`config.mk`:
```
export PLATFORM = sky130hd
export DESIGN_NAME = shift_engine_flat
export DESIGN_NICKNAME = d
export VERILOG_FILES = /design/src/rtl/shift_engine_pkg.sv /design/src/rtl/shift_engine_if.sv /design/src/rtl/shift_engine_step.sv /design/src/rtl/shift_engine.sv /design/src/flat_wrapper.sv
export SDC_FILE = /design/constraint.sdc
export NUM_CORES = 1
export LEC_CHECK = 0
export BUFFER_PORTS_ARGS = -buffer_cell sky130_fd_sc_hd__buf_2
export CAP_MARGIN = 0
export CORE_MARGIN = 2
export CORE_UTILIZATION = 50
export DETAILED_ROUTE_END_ITERATION = 8
export PLACE_DENSITY = 0.68
export SLEW_MARGIN = 15
export SYNTH_ARGS = -nofsm -noshare
export SYNTH_HDL_FRONTEND = slang
export SYNTH_SLANG_ARGS = --single-unit
```
`constraint.sdc`:
```
create_clock -name clk -period 3.8 [get_ports clk]
set_input_delay 0.95 -clock clk [delete_from_list [all_inputs] [get_ports clk]]
set_output_delay 0.95 -clock clk [all_outputs]
set_load 0.01 [all_outputs]
```
`src/rtl/shift_engine_pkg.sv`:
```
// Shared encodings for the operand-2 shift engine: op codes, FSM states and
// the helper that turns a raw request into a remaining-bit count.
package shift_engine_pkg;

    typedef enum logic [2:0] {
        OP_LSL = 3'd0,
        OP_LSR = 3'd1,
        OP_ASR = 3'd2,
        OP_ROR = 3'd3,
        OP_RRX = 3'd4
    } op_e;

    typedef enum logic [1:0] {
        IDLE  = 2'd0,
        SHIFT = 2'd1,
        DONE  = 2'd2
    } state_e;

    // Reserved encodings 5-7 behave as LSL.
    function automatic op_e norm_op(input logic [2:0] raw);
        return (raw > 3'd4) ? OP_LSL : op_e'(raw);
    endfunction

    // Bit positions still to be shifted after accept. LSL/LSR/ASR saturate at
    // width; a WIDTH-bit walk already yields the ARM result for amount==width.
    function automatic int unsigned calc_rem(input op_e op, input int unsigned amt,
                                             input int unsigned width);
        case (op)
            OP_RRX:  return 0;
            OP_ROR:  return amt % width;
            default: return (amt > width) ? width : amt;
        endcase
    endfunction

endpackage

```
`src/rtl/shift_engine_if.sv`:
```
// Request/response bundle of the shift engine; master issues requests and
// consumes results, slave is the engine.
interface shift_engine_if #(
    parameter int WIDTH = 32,
    parameter int AMT_W = 8
);
    logic             in_valid;
    logic             in_ready;
    logic [2:0]       op;
    logic [AMT_W-1:0] amount;
    logic [WIDTH-1:0] operand;
    logic             carry_in;
    logic             out_valid;
    logic             out_ready;
    logic [WIDTH-1:0] result;
    logic             carry_out;
    logic             busy;

    modport master (
        output in_valid, op, amount, operand, carry_in, out_ready,
        input  in_ready, out_valid, result, carry_out, busy
    );

    modport slave (
        input  in_valid, op, amount, operand, carry_in, out_ready,
        output in_ready, out_valid, result, carry_out, busy
    );
endinterface

```
`src/rtl/shift_engine_step.sv`:
```
// Combinational single-step shifter: shifts WIDTH bits by 0..STEP positions
// and reports the last bit shifted out (ROR: the bit landing in the MSB).
module shift_step
    import shift_engine_pkg::*;
#(
    parameter int WIDTH = 32,
    parameter int SW    = 4
) (
    input  op_e              op_i,
    input  logic [WIDTH-1:0] val_i,
    input  logic [SW-1:0]    n_i,
    output logic [WIDTH-1:0] val_o,
    output logic             carry_o
);

    // Double-width window: the bits falling off one end land in the other half,
    // which makes the carry a fixed bit position for every amount.
    logic [2*WIDTH-1:0] ext;

    always_comb begin
        ext     = '0;
        val_o   = val_i;
        carry_o = 1'b0;
        case (op_i)
            OP_LSR: begin
                ext     = {val_i, {WIDTH{1'b0}}} >> n_i;
                val_o   = ext[2*WIDTH-1:WIDTH];
                carry_o = ext[WIDTH-1];
            end
            OP_ASR: begin
                ext     = $signed({val_i, {WIDTH{1'b0}}}) >>> n_i;
                val_o   = ext[2*WIDTH-1:WIDTH];
                carry_o = ext[WIDTH-1];
            end
            OP_ROR: begin
                ext     = {val_i, val_i} >> n_i;
                val_o   = ext[WIDTH-1:0];
                carry_o = ext[WIDTH-1];
            end
            default: begin
                ext     = {{WIDTH{1'b0}}, val_i} << n_i;
                val_o   = ext[WIDTH-1:0];
                carry_o = ext[WIDTH];
            end
        endcase
    end

endmodule

```
`src/rtl/shift_engine.sv`:
```
// Multi-cycle ARM operand-2 shifter, STEP bits per cycle, valid/ready on both sides.
// Define SHIFT_ENGINE_BYPASS_EN to accept a new request on the output-handshake edge.
module shift_engine
    import shift_engine_pkg::*;
#(
    parameter int WIDTH = 32,
    parameter int STEP  = 8,
    parameter int AMT_W = 8
) (
    input  logic           clk,
    input  logic           rst,
    shift_engine_if.slave  bus
);

    localparam int RW = $clog2(WIDTH + 1);
    localparam int SW = $clog2(STEP + 1);
    localparam logic [RW-1:0] STEP_R = RW'(STEP);

    state_e           state_q;
    op_e              op_q;
    logic [RW-1:0]    rem_q;
    logic [WIDTH-1:0] val_q;
    logic             carry_q;
    logic             zc_q;
    logic             vld_q;

    logic             in_ready;
    logic             accept;
    op_e              op_n;
    logic [31:0]      amt32;
    logic [RW-1:0]    rem_d;
    logic [WIDTH-1:0] val_d;
    logic             carry_d;
    logic             zc_d;
    logic [SW-1:0]    step_n;
    logic [WIDTH-1:0] step_val;
    logic             step_c;

`ifdef SHIFT_ENGINE_BYPASS_EN
    assign in_ready = (state_q == IDLE) || (state_q == DONE && bus.out_ready);
`else
    assign in_ready = (state_q == IDLE);
`endif
    assign accept = bus.in_valid && in_ready;

    // Load-time values; rem==0 requests are fully resolved here.
    always_comb begin
        op_n    = norm_op(bus.op);
        amt32   = 32'(bus.amount);
        rem_d   = RW'(calc_rem(op_n, amt32, WIDTH));
        val_d   = bus.operand;
        carry_d = bus.carry_in;
        zc_d    = (op_n == OP_LSL || op_n == OP_LSR) && (amt32 > WIDTH);
        if (op_n == OP_RRX) begin
            val_d   = {bus.carry_in, bus.operand[WIDTH-1:1]};
            carry_d = bus.operand[0];
        end else if (op_n == OP_ROR && rem_d == '0 && amt32 != 32'd0) begin
            carry_d = bus.operand[WIDTH-1];
        end
    end

    assign step_n = (rem_q > STEP_R) ? SW'(STEP) : SW'(rem_q);

    shift_step #(.WIDTH(WIDTH), .SW(SW)) u_step (
        .op_i   (op_q),
        .val_i  (val_q),
        .n_i    (step_n),
        .val_o  (step_val),
        .carry_o(step_c)
    );

    always_ff @(posedge clk) begin
        if (rst) begin
            state_q <= IDLE;
            op_q    <= OP_LSL;
            rem_q   <= '0;
            val_q   <= '0;
            carry_q <= 1'b0;
            zc_q    <= 1'b0;
            vld_q   <= 1'b0;
        end else if (accept) begin
            op_q    <= op_n;
            rem_q   <= rem_d;
            val_q   <= val_d;
            carry_q <= carry_d;
            zc_q    <= zc_d;
            state_q <= (rem_d == '0) ? DONE : SHIFT;
            vld_q   <= (rem_d == '0);
        end else begin
            case (state_q)
                SHIFT: begin
                    val_q <= step_val;
                    rem_q <= rem_q - RW'(step_n);
                    if (rem_q <= STEP_R) begin
                        // Shifts past the width clear the carry despite the walk.
                        carry_q <= zc_q ? 1'b0 : step_c;
                        state_q <= DONE;
                        vld_q   <= 1'b1;
                    end else begin
                        carry_q <= step_c;
                    end
                end
                DONE: begin
                    if (bus.out_ready) begin
                        state_q <= IDLE;
                        vld_q   <= 1'b0;
                    end
                end
                default: state_q <= IDLE;
            endcase
        end
    end

    assign bus.in_ready  = in_ready;
    assign bus.out_valid = vld_q;
    assign bus.result    = val_q;
    assign bus.carry_out = carry_q;
    assign bus.busy      = (state_q != IDLE);

endmodule

```
`src/flat_wrapper.sv`:
```
// flat-port wrapper written by rule: the top's interface ports become plain ports
module shift_engine_flat import shift_engine_pkg::*;
#(
    parameter int WIDTH = 32,
    parameter int STEP  = 8,
    parameter int AMT_W = 8
)
  (clk, rst, bus_in_valid, bus_op, bus_amount, bus_operand, bus_carry_in, bus_out_ready, bus_in_ready, bus_out_valid, bus_result, bus_carry_out, bus_busy);
  shift_engine_if #(.WIDTH(WIDTH), .AMT_W(AMT_W)) bus_i ();
  input  logic clk;
  input  logic rst;
  input wire logic [$bits(bus_i.in_valid)-1:0] bus_in_valid;
  input wire logic [$bits(bus_i.op)-1:0] bus_op;
  input wire logic [$bits(bus_i.amount)-1:0] bus_amount;
  input wire logic [$bits(bus_i.operand)-1:0] bus_operand;
  input wire logic [$bits(bus_i.carry_in)-1:0] bus_carry_in;
  input wire logic [$bits(bus_i.out_ready)-1:0] bus_out_ready;
  output wire logic [$bits(bus_i.in_ready)-1:0] bus_in_ready;
  output wire logic [$bits(bus_i.out_valid)-1:0] bus_out_valid;
  output wire logic [$bits(bus_i.result)-1:0] bus_result;
  output wire logic [$bits(bus_i.carry_out)-1:0] bus_carry_out;
  output wire logic [$bits(bus_i.busy)-1:0] bus_busy;
  assign bus_i.in_valid = bus_in_valid;
  assign bus_i.op = bus_op;
  assign bus_i.amount = bus_amount;
  assign bus_i.operand = bus_operand;
  assign bus_i.carry_in = bus_carry_in;
  assign bus_i.out_ready = bus_out_ready;
  assign bus_in_ready = bus_i.in_ready;
  assign bus_out_valid = bus_i.out_valid;
  assign bus_result = bus_i.result;
  assign bus_carry_out = bus_i.carry_out;
  assign bus_busy = bus_i.busy;
  shift_engine #(.WIDTH(WIDTH), .STEP(STEP), .AMT_W(AMT_W)) u_core (.clk(clk), .rst(rst), .bus(bus_i));
endmodule
```
==> reports/qor.yml, run 1 <==
drt:
  drtPass1Iterations: 8
  wl_per_cell_um: 26.3
  drc: 0
  finalWirelength_mm: 29.9
  ant_nets: 0
  num_vias: 8355
  drt_iter0_drc: 1741
  post_drt_via_cell_ratio: 7.37
die:
  rows: 41
  initial_core_util_pct: 51.8
  die-area_um2: 14100
  die_h_um: 119
  die_w_um: 119
  pin_count: 84
  core_area_um2: 12700
final_layout:
  drive_gt1_share_pct: 17.3
  diodes: 0
  final_util_pct: 56.2
  syn2layout_area_growth_pct: 8.51
  nNetsFinal: 1013
synth:
  yosys-top-cells-area: "mux2i_1 15%, dfxtp_1 14%, nand2_1 7.6%, a21oi_1 6.2%, o21ai_0 4.0%"
  ys_seq_area_share_pct: 14.0
  synth_top_cell_by_area: "mux2i_1"
  synth_commonest_cells: "134 x nand2_1, 99 x mux2i_1, 82 x a21oi_1"
  yosysTopAreaCellShare_pct: 15.0
  syn_area_um2: 6590
  synth_edf_count: 0
  synth.avg_cell_area_um2: 6.93
  yosys_most_used_dff: "dfxtp_1"
  yosysMostFrequentCell: "nand2_1"
  synth_fp_nets: 1002
  yosysWarnings: 0
  yosysUniqueCellTypes: 81
  synth-seq-cells: 46
  async_flop_share_pct: 0
  synthCells: 950
place:
  place.gp.congestion: 1.08
  dpl.hpwl_mm: 20.4
  portBuffers: 83
timing:
  relSlewSlack_pct: 23.0
  maxSlewViolCount: 0
  fin_setup_tns_ns: 0
  fin_crit_sh_pct: 95.8
  skew_ns: 0.00885
  finalSetupViolations: 0
  rsz0062_at_grt: "false"
  tightestPinTransition_ns: 1.13
  maxClockFrequency_mhz: 275
  min_period_ns: 3.64
  hold_violations: 0
cts:
  cts_setup_buffers: 0
  clock_latency_ns: 0.31
  cts_tree: "yes"
  clk_pin_slew_ns: 0.08
  cts_hold_buf: 0
  htreeDepth: 2
  root_buffer: "clkbuf_16"
  cts_buffers: 5
  cts.sinks: 46
  cts_buffer_depth: 2
  cts.repair.resized: 0
outcome:
  outcome: "completed"
setup_path:
  start_kind: "flop"
  end_kind: "flop"
  worst_ep_required_time_ns: 3.91
  crit_fanout: 26
  crit_type: "reg2reg"
  cp.arrival_ns: 3.75
  reg2reg_depth: 7
power:
  internal_power_mw: 1.15
  swShare_pct: 48.5
  p_sw_mw: 1.09
  irDropWorstVdd_v: 0.000241
  clkPwrFrac_pct: 22.0
  p_per_area_nw_per_um2: 313
  p_comb_share_pct: 46.8
  p_leak_nw: 2.78
  power_frac_seq_pct: 31.2
worst_hold_path:
  hold_depth: 2
  hp-class: "reg2reg"
global_routing:
  grt_pass1_wl_mm: 45.5
  track_usage_pct: 41.1
  antenna_found_initial: 1
  grt-ovfl-total: 0
  grt_max_degree: 59
  first_global_vias: 7526
flow_run:
  cap_violations: 0
power by group through the flow:
stage          Combinational, mW  Clock, mW  Sequential [mW]
3_3_place_gp               0.994          0            0.689
2_1_floorplan              0.718          0            0.590
3_5_place_dp               0.991          0            0.689
4_1_cts                    0.996      0.486            0.677
6_report                    1.05      0.492            0.697
5_1_grt                     1.10      0.504            0.694
worst paths after layout:
check                  startpoint               endpoint  slack (ns)
min reg2reg  u_core.bus.out_valid   u_core.bus.out_valid        0.48
max reg2reg       u_core.rem_q[3]  u_core.bus.result[14]        0.16
max               u_core.rem_q[3]  u_core.bus.result[14]        0.16
min          u_core.bus.out_valid   u_core.bus.out_valid        0.48
cells by family (layout without fill, tap and decap cells):
group / after synthesis / in the layout / share of synthesized area [%]
compound gates: 344 / 344 / 35.6
fa+ha+maj: 4 / 4 / 0.760
buf+inv: 132 / 144 / 9.23
flops: 46 / 46 / 14.0
mux: 113 / 113 / 17.7
other cells: 1 / 1 / 0.0569
simple gates: 310 / 310 / 22.7
critical path: stages (launching register included):
cell and delay, ns:
dfxtp_1 0.69, or4b_2 0.79, buf_4 0.30, nand2_1 0.10, a22o_1 0.29, o2111ai_1 0.19, a21oi_1 0.06, a2111oi_0 0.99
stage by stage:
stage | worst slack (ns) | power (mW) | cell area [µm²] | hold slack, ns | cells
6_report | 0.160 | 2.24 | 7150 | 0.479 | 1134
5_1_grt | 0.0846 | 2.30 | 7150 | 0.526 | 1134
4_1_cts | 0.448 | 2.16 | 7150 | 0.478 | 1134
3_5_place_dp | 0.514 | 1.68 | 7000 | 0.464 | 1126
3_3_place_gp | 0.493 | 1.68 | 7000 | 0.471 | 1126
2_1_floorplan | 1.26 | 1.31 | 6590 | 0.480 | 950
state kept, by name, indices dropped and copies added (netlist names):
name                  count
u_core.bus.result        32
u_core.rem_q              6
u_core.op_q               3
u_core.state_q            2
u_core.bus.carry_out      1
u_core.bus.out_valid      1
u_core.zc_q               1
per-layer routing:
metal / up-vias / wire length (µm) / GRT usage, %
met5: - / 20 / 0
met3: 172 / 4740 / 13.9
met1: 3805 / 11700 / 56.9
met4: 2 / 1710 / 19.2
li1: 3622 / - / -
met2: 754 / 11700 / 56.6
placed cells by master, fill, tap and decap left out, drive strengths merged, types with 7 or more instances in the layout:
| cell | instances |
|---|---|
| nor2b | 8 |
| a22oi | 8 |
| a31oi | 36 |
| nand2 | 134 |
| o31ai | 7 |
| inv | 14 |
| o211ai | 12 |
| o2bb2ai | 9 |
| nor2 | 53 |
| dfxtp | 46 |
| buf | 122 |
| nor4 | 9 |
| a221oi | 7 |
| and3 | 10 |
| or3 | 7 |
| o22ai | 17 |
| a311o | 7 |
| nand3 | 31 |
| mux2i | 99 |
| nor3 | 16 |
| nand2b | 7 |
| a21oi | 82 |
| mux2 | 13 |
| nand4 | 8 |
| a211oi | 26 |
| and2 | 7 |
| a311oi | 10 |
| o21ai | 54 |
area by class of cell:
| type | count | area (µm²) |
|---|---|---|
| Clock buffer | 5 | 125 |
| Clock inverter | 3 | 25.0 |
| Fill cell | 1346 | 5580 |
| Inverter | 14 | 52.6 |
| Multi-Input combinational cell | 772 | 5070 |
| Sequential cell | 46 | 922 |
| Tap cell | 172 | 215 |
| Timing Repair Buffer | 122 | 733 |
Note: power is estimated with default switching activity, not from simulation.
==> run 2, diff against run 1 <==
- BUFFER_PORTS_ARGS: -buffer_cell sky130_fd_sc_hd__buf_2 -> default
- CORE_UTILIZATION: 50 -> 25
- DONT_BUFFER_PORTS: default -> 1
- PLACE_DENSITY: 0.68 -> 0.36
==> run 2 against run 1 <==
  * Routed wire length rose by 24%
  * First-iteration DRC count is 37% lower
  * Clock-buffer cell count unchanged
  * Critical path depth unchanged
  * Die area rose by 96%
  * Core utilization fell by 29 points
  * Global-route usage down 15 points
  * Setup slack improved by 0.51 ns
  * Worst hold slack gained 0.055 ns
  * Maximum frequency up 16%
  * Critical path type unchanged
==> reports/qor.yml, run 2 (synthesis results as in run 1) <==
die:
  die-area_um2: 27700  # +96%
  die_w_um: 166  # +40%
  pin_count: 84  # unchanged
  die_h_um: 166  # +40%
  rows: 59  # +44%
  core_area_um2: 26000  # +100%
  initial_core_util_pct: 25.3  # -26 points
timing:
  fin_setup_tns_ns: 0  # unchanged
  maxClockFrequency_mhz: 320  # +16%
  tightestPinTransition_ns: 0.949  # -0.178 ns
  finalSetupViolations: 0  # unchanged
  maxSlewViolCount: 0  # unchanged
  min_period_ns: 3.13  # -0.514 ns
  skew_ns: 0.00634  # -0.00251 ns
  rsz0062_at_grt: "false"
  hold_violations: 0  # unchanged
  fin_crit_sh_pct: 82.3  # -14 points
  relSlewSlack_pct: 36.8  # +14 points
setup_path:
  cp_top_family: "simple AND/OR/NAND/NOR gates"
  crit_fanout: 26  # unchanged
  critPathMaxStageDelay_ns: 1.13  # +0.14 ns
  crit_chain: "or4b_2, buf_4, mux2i_1, mux2i_1, o22ai_1, a211o_1, o22ai_1"
  r2r_slack_ns: 0.67  # +0.51 ns
  worst_ep_required_time_ns: 4.03  # +0.12 ns
  crit_path_top_delay_cell: "or4b_2"
  end_kind: "flop"
  crit_buf_inv: 1  # unchanged
  crit_type: "reg2reg"
  start_kind: "flop"
  cp.arrival_ns: 3.36  # -0.39 ns
worst_hold_path:
  hp-class: "reg2reg"
cts:
  cts_hold_buf: 0  # unchanged
  cts.sinks: 46  # unchanged
  root_buffer: "clkbuf_16"
  clk_pin_slew_ns: 0.08  # about the same
  cts_setup_buffers: 0  # unchanged
  htreeDepth: 2  # unchanged
  clock_latency_ns: 0.32  # about the same
  cts_tree: "yes"
  cts_buffer_depth: 2  # unchanged
  cts.repair.resized: 0  # unchanged
  cts_buffers: 5  # unchanged
power:
  p_per_area_nw_per_um2: 330  # +5.3%
  p_leak_nw: 2.52  # -9.6%
  irDropWorstVdd_v: 0.000178  # -26%
final_layout:
  layout_commonest_cell: "nand2_1"
  final_util_pct: 27.3  # -29 points
  syn2layout_area_growth_pct: 7.66
  nNetsFinal: 946  # -6.6%
  largest_reg_flops: 32  # unchanged
  drive_gt1_share_pct: 11.1  # -6.2 points
  final_cell_mix: "133 x nand2_1, 99 x mux2i_1, 82 x a21oi_1"
  n_fill_cell: 2989  # +120%
  fin_area_um2: 7090  # -0.79%
  diodes: 0  # unchanged
drt:
  drc: 0  # unchanged
  finalWirelength_mm: 36.9  # +24%
  num_vias: 7856  # -6.0%
  wl_per_cell_um: 30.0  # +14%
  drtPass1Iterations: 5  # -3
  ant_nets: 0  # unchanged
  post_drt_via_cell_ratio: 6.39  # -13%
  drt_iter0_drc: 1101  # -37%
flow_run:
  cap_violations: 0  # unchanged
global_routing:
  grt_max_degree: 61  # +3.4%
  track_usage_pct: 25.8  # -15 points
  antenna_found_initial: 0  # -1
  first_global_vias: 7498  # -0.37%
  grt-ovfl-total: 0  # unchanged
  grt_pass1_wl_mm: 54.0  # +19%
place:
  portBuffers: 0  # -100%
  place.gp.congestion: 0.911  # -15%
  post_dp_cell_area_um2: 6920  # -1.1%
  dpl.hpwl_mm: 26.2  # +28%
outcome:
  outcome: "completed"
-- run 2: worst reg2reg max path, cell delays in order (launching register included) --
cell and delay, ns:
dfxtp_1 0.49, or4b_2 1.13, buf_4 0.35, mux2i_1 0.15, mux2i_1 0.31, o22ai_1 0.15, a211o_1 0.30, o22ai_1 0.17
-- run 2: stage by stage --
step | hold WS [ns] | std cells | setup slack, ns | power, mW
detailed placement | 0.519 | 1222 | 0.743 | 1.73
CTS | 0.535 | 1230 | 0.717 | 2.30
floorplan | 0.480 | 950 | 1.26 | 1.31
global placement | 0.522 | 1222 | 0.774 | 1.74
finish | 0.534 | 1230 | 0.673 | 2.34
global route | 0.570 | 1230 | 0.526 | 2.41
-- run 2: power breakdown --
group | switching (mW) | leakage [nW] | internal (mW)
Clock | 0.266 | 0.0848 | 0.318
Combinational | 0.685 | 2.05 | 0.355
Sequential | 0.185 | 0.378 | 0.529
Total | 1.14 | 2.52 | 1.20
-- run 2: worst paths after layout --
check | start | endpoint | depth (start not counted)
worst max register to register | u_core.rem_q[5] | u_core.bus.result[21] | 7
worst min register to register | u_core.bus.out_valid | u_core.bus.out_valid | 2
worst min-delay path | u_core.bus.out_valid | u_core.bus.out_valid | 2
worst max-delay path | u_core.rem_q[5] | u_core.bus.result[21] | 7
-- run 2: cell type report --
cell class                 instances  area (µm²)  share of cell area [%]
timing repair buffer              55         450                    6.35
clock buffer                       5         125                    1.76
sequential                        46         922                    13.0
inverter                          14        52.6                   0.741
tap                              335         419                    5.91
multi-input combinational        772        5070                    71.5
clock inverter                     3        47.5                   0.671
-- run 2: layer usage --
metal,global-route usage [%],share of wire (%),vias to the layer above
li1,-,-,3487
met2,39.3,44,493
met5,0,0,-
met4,7.61,2.8,0
met1,36.6,44,3818
met3,5.20,9.9,58
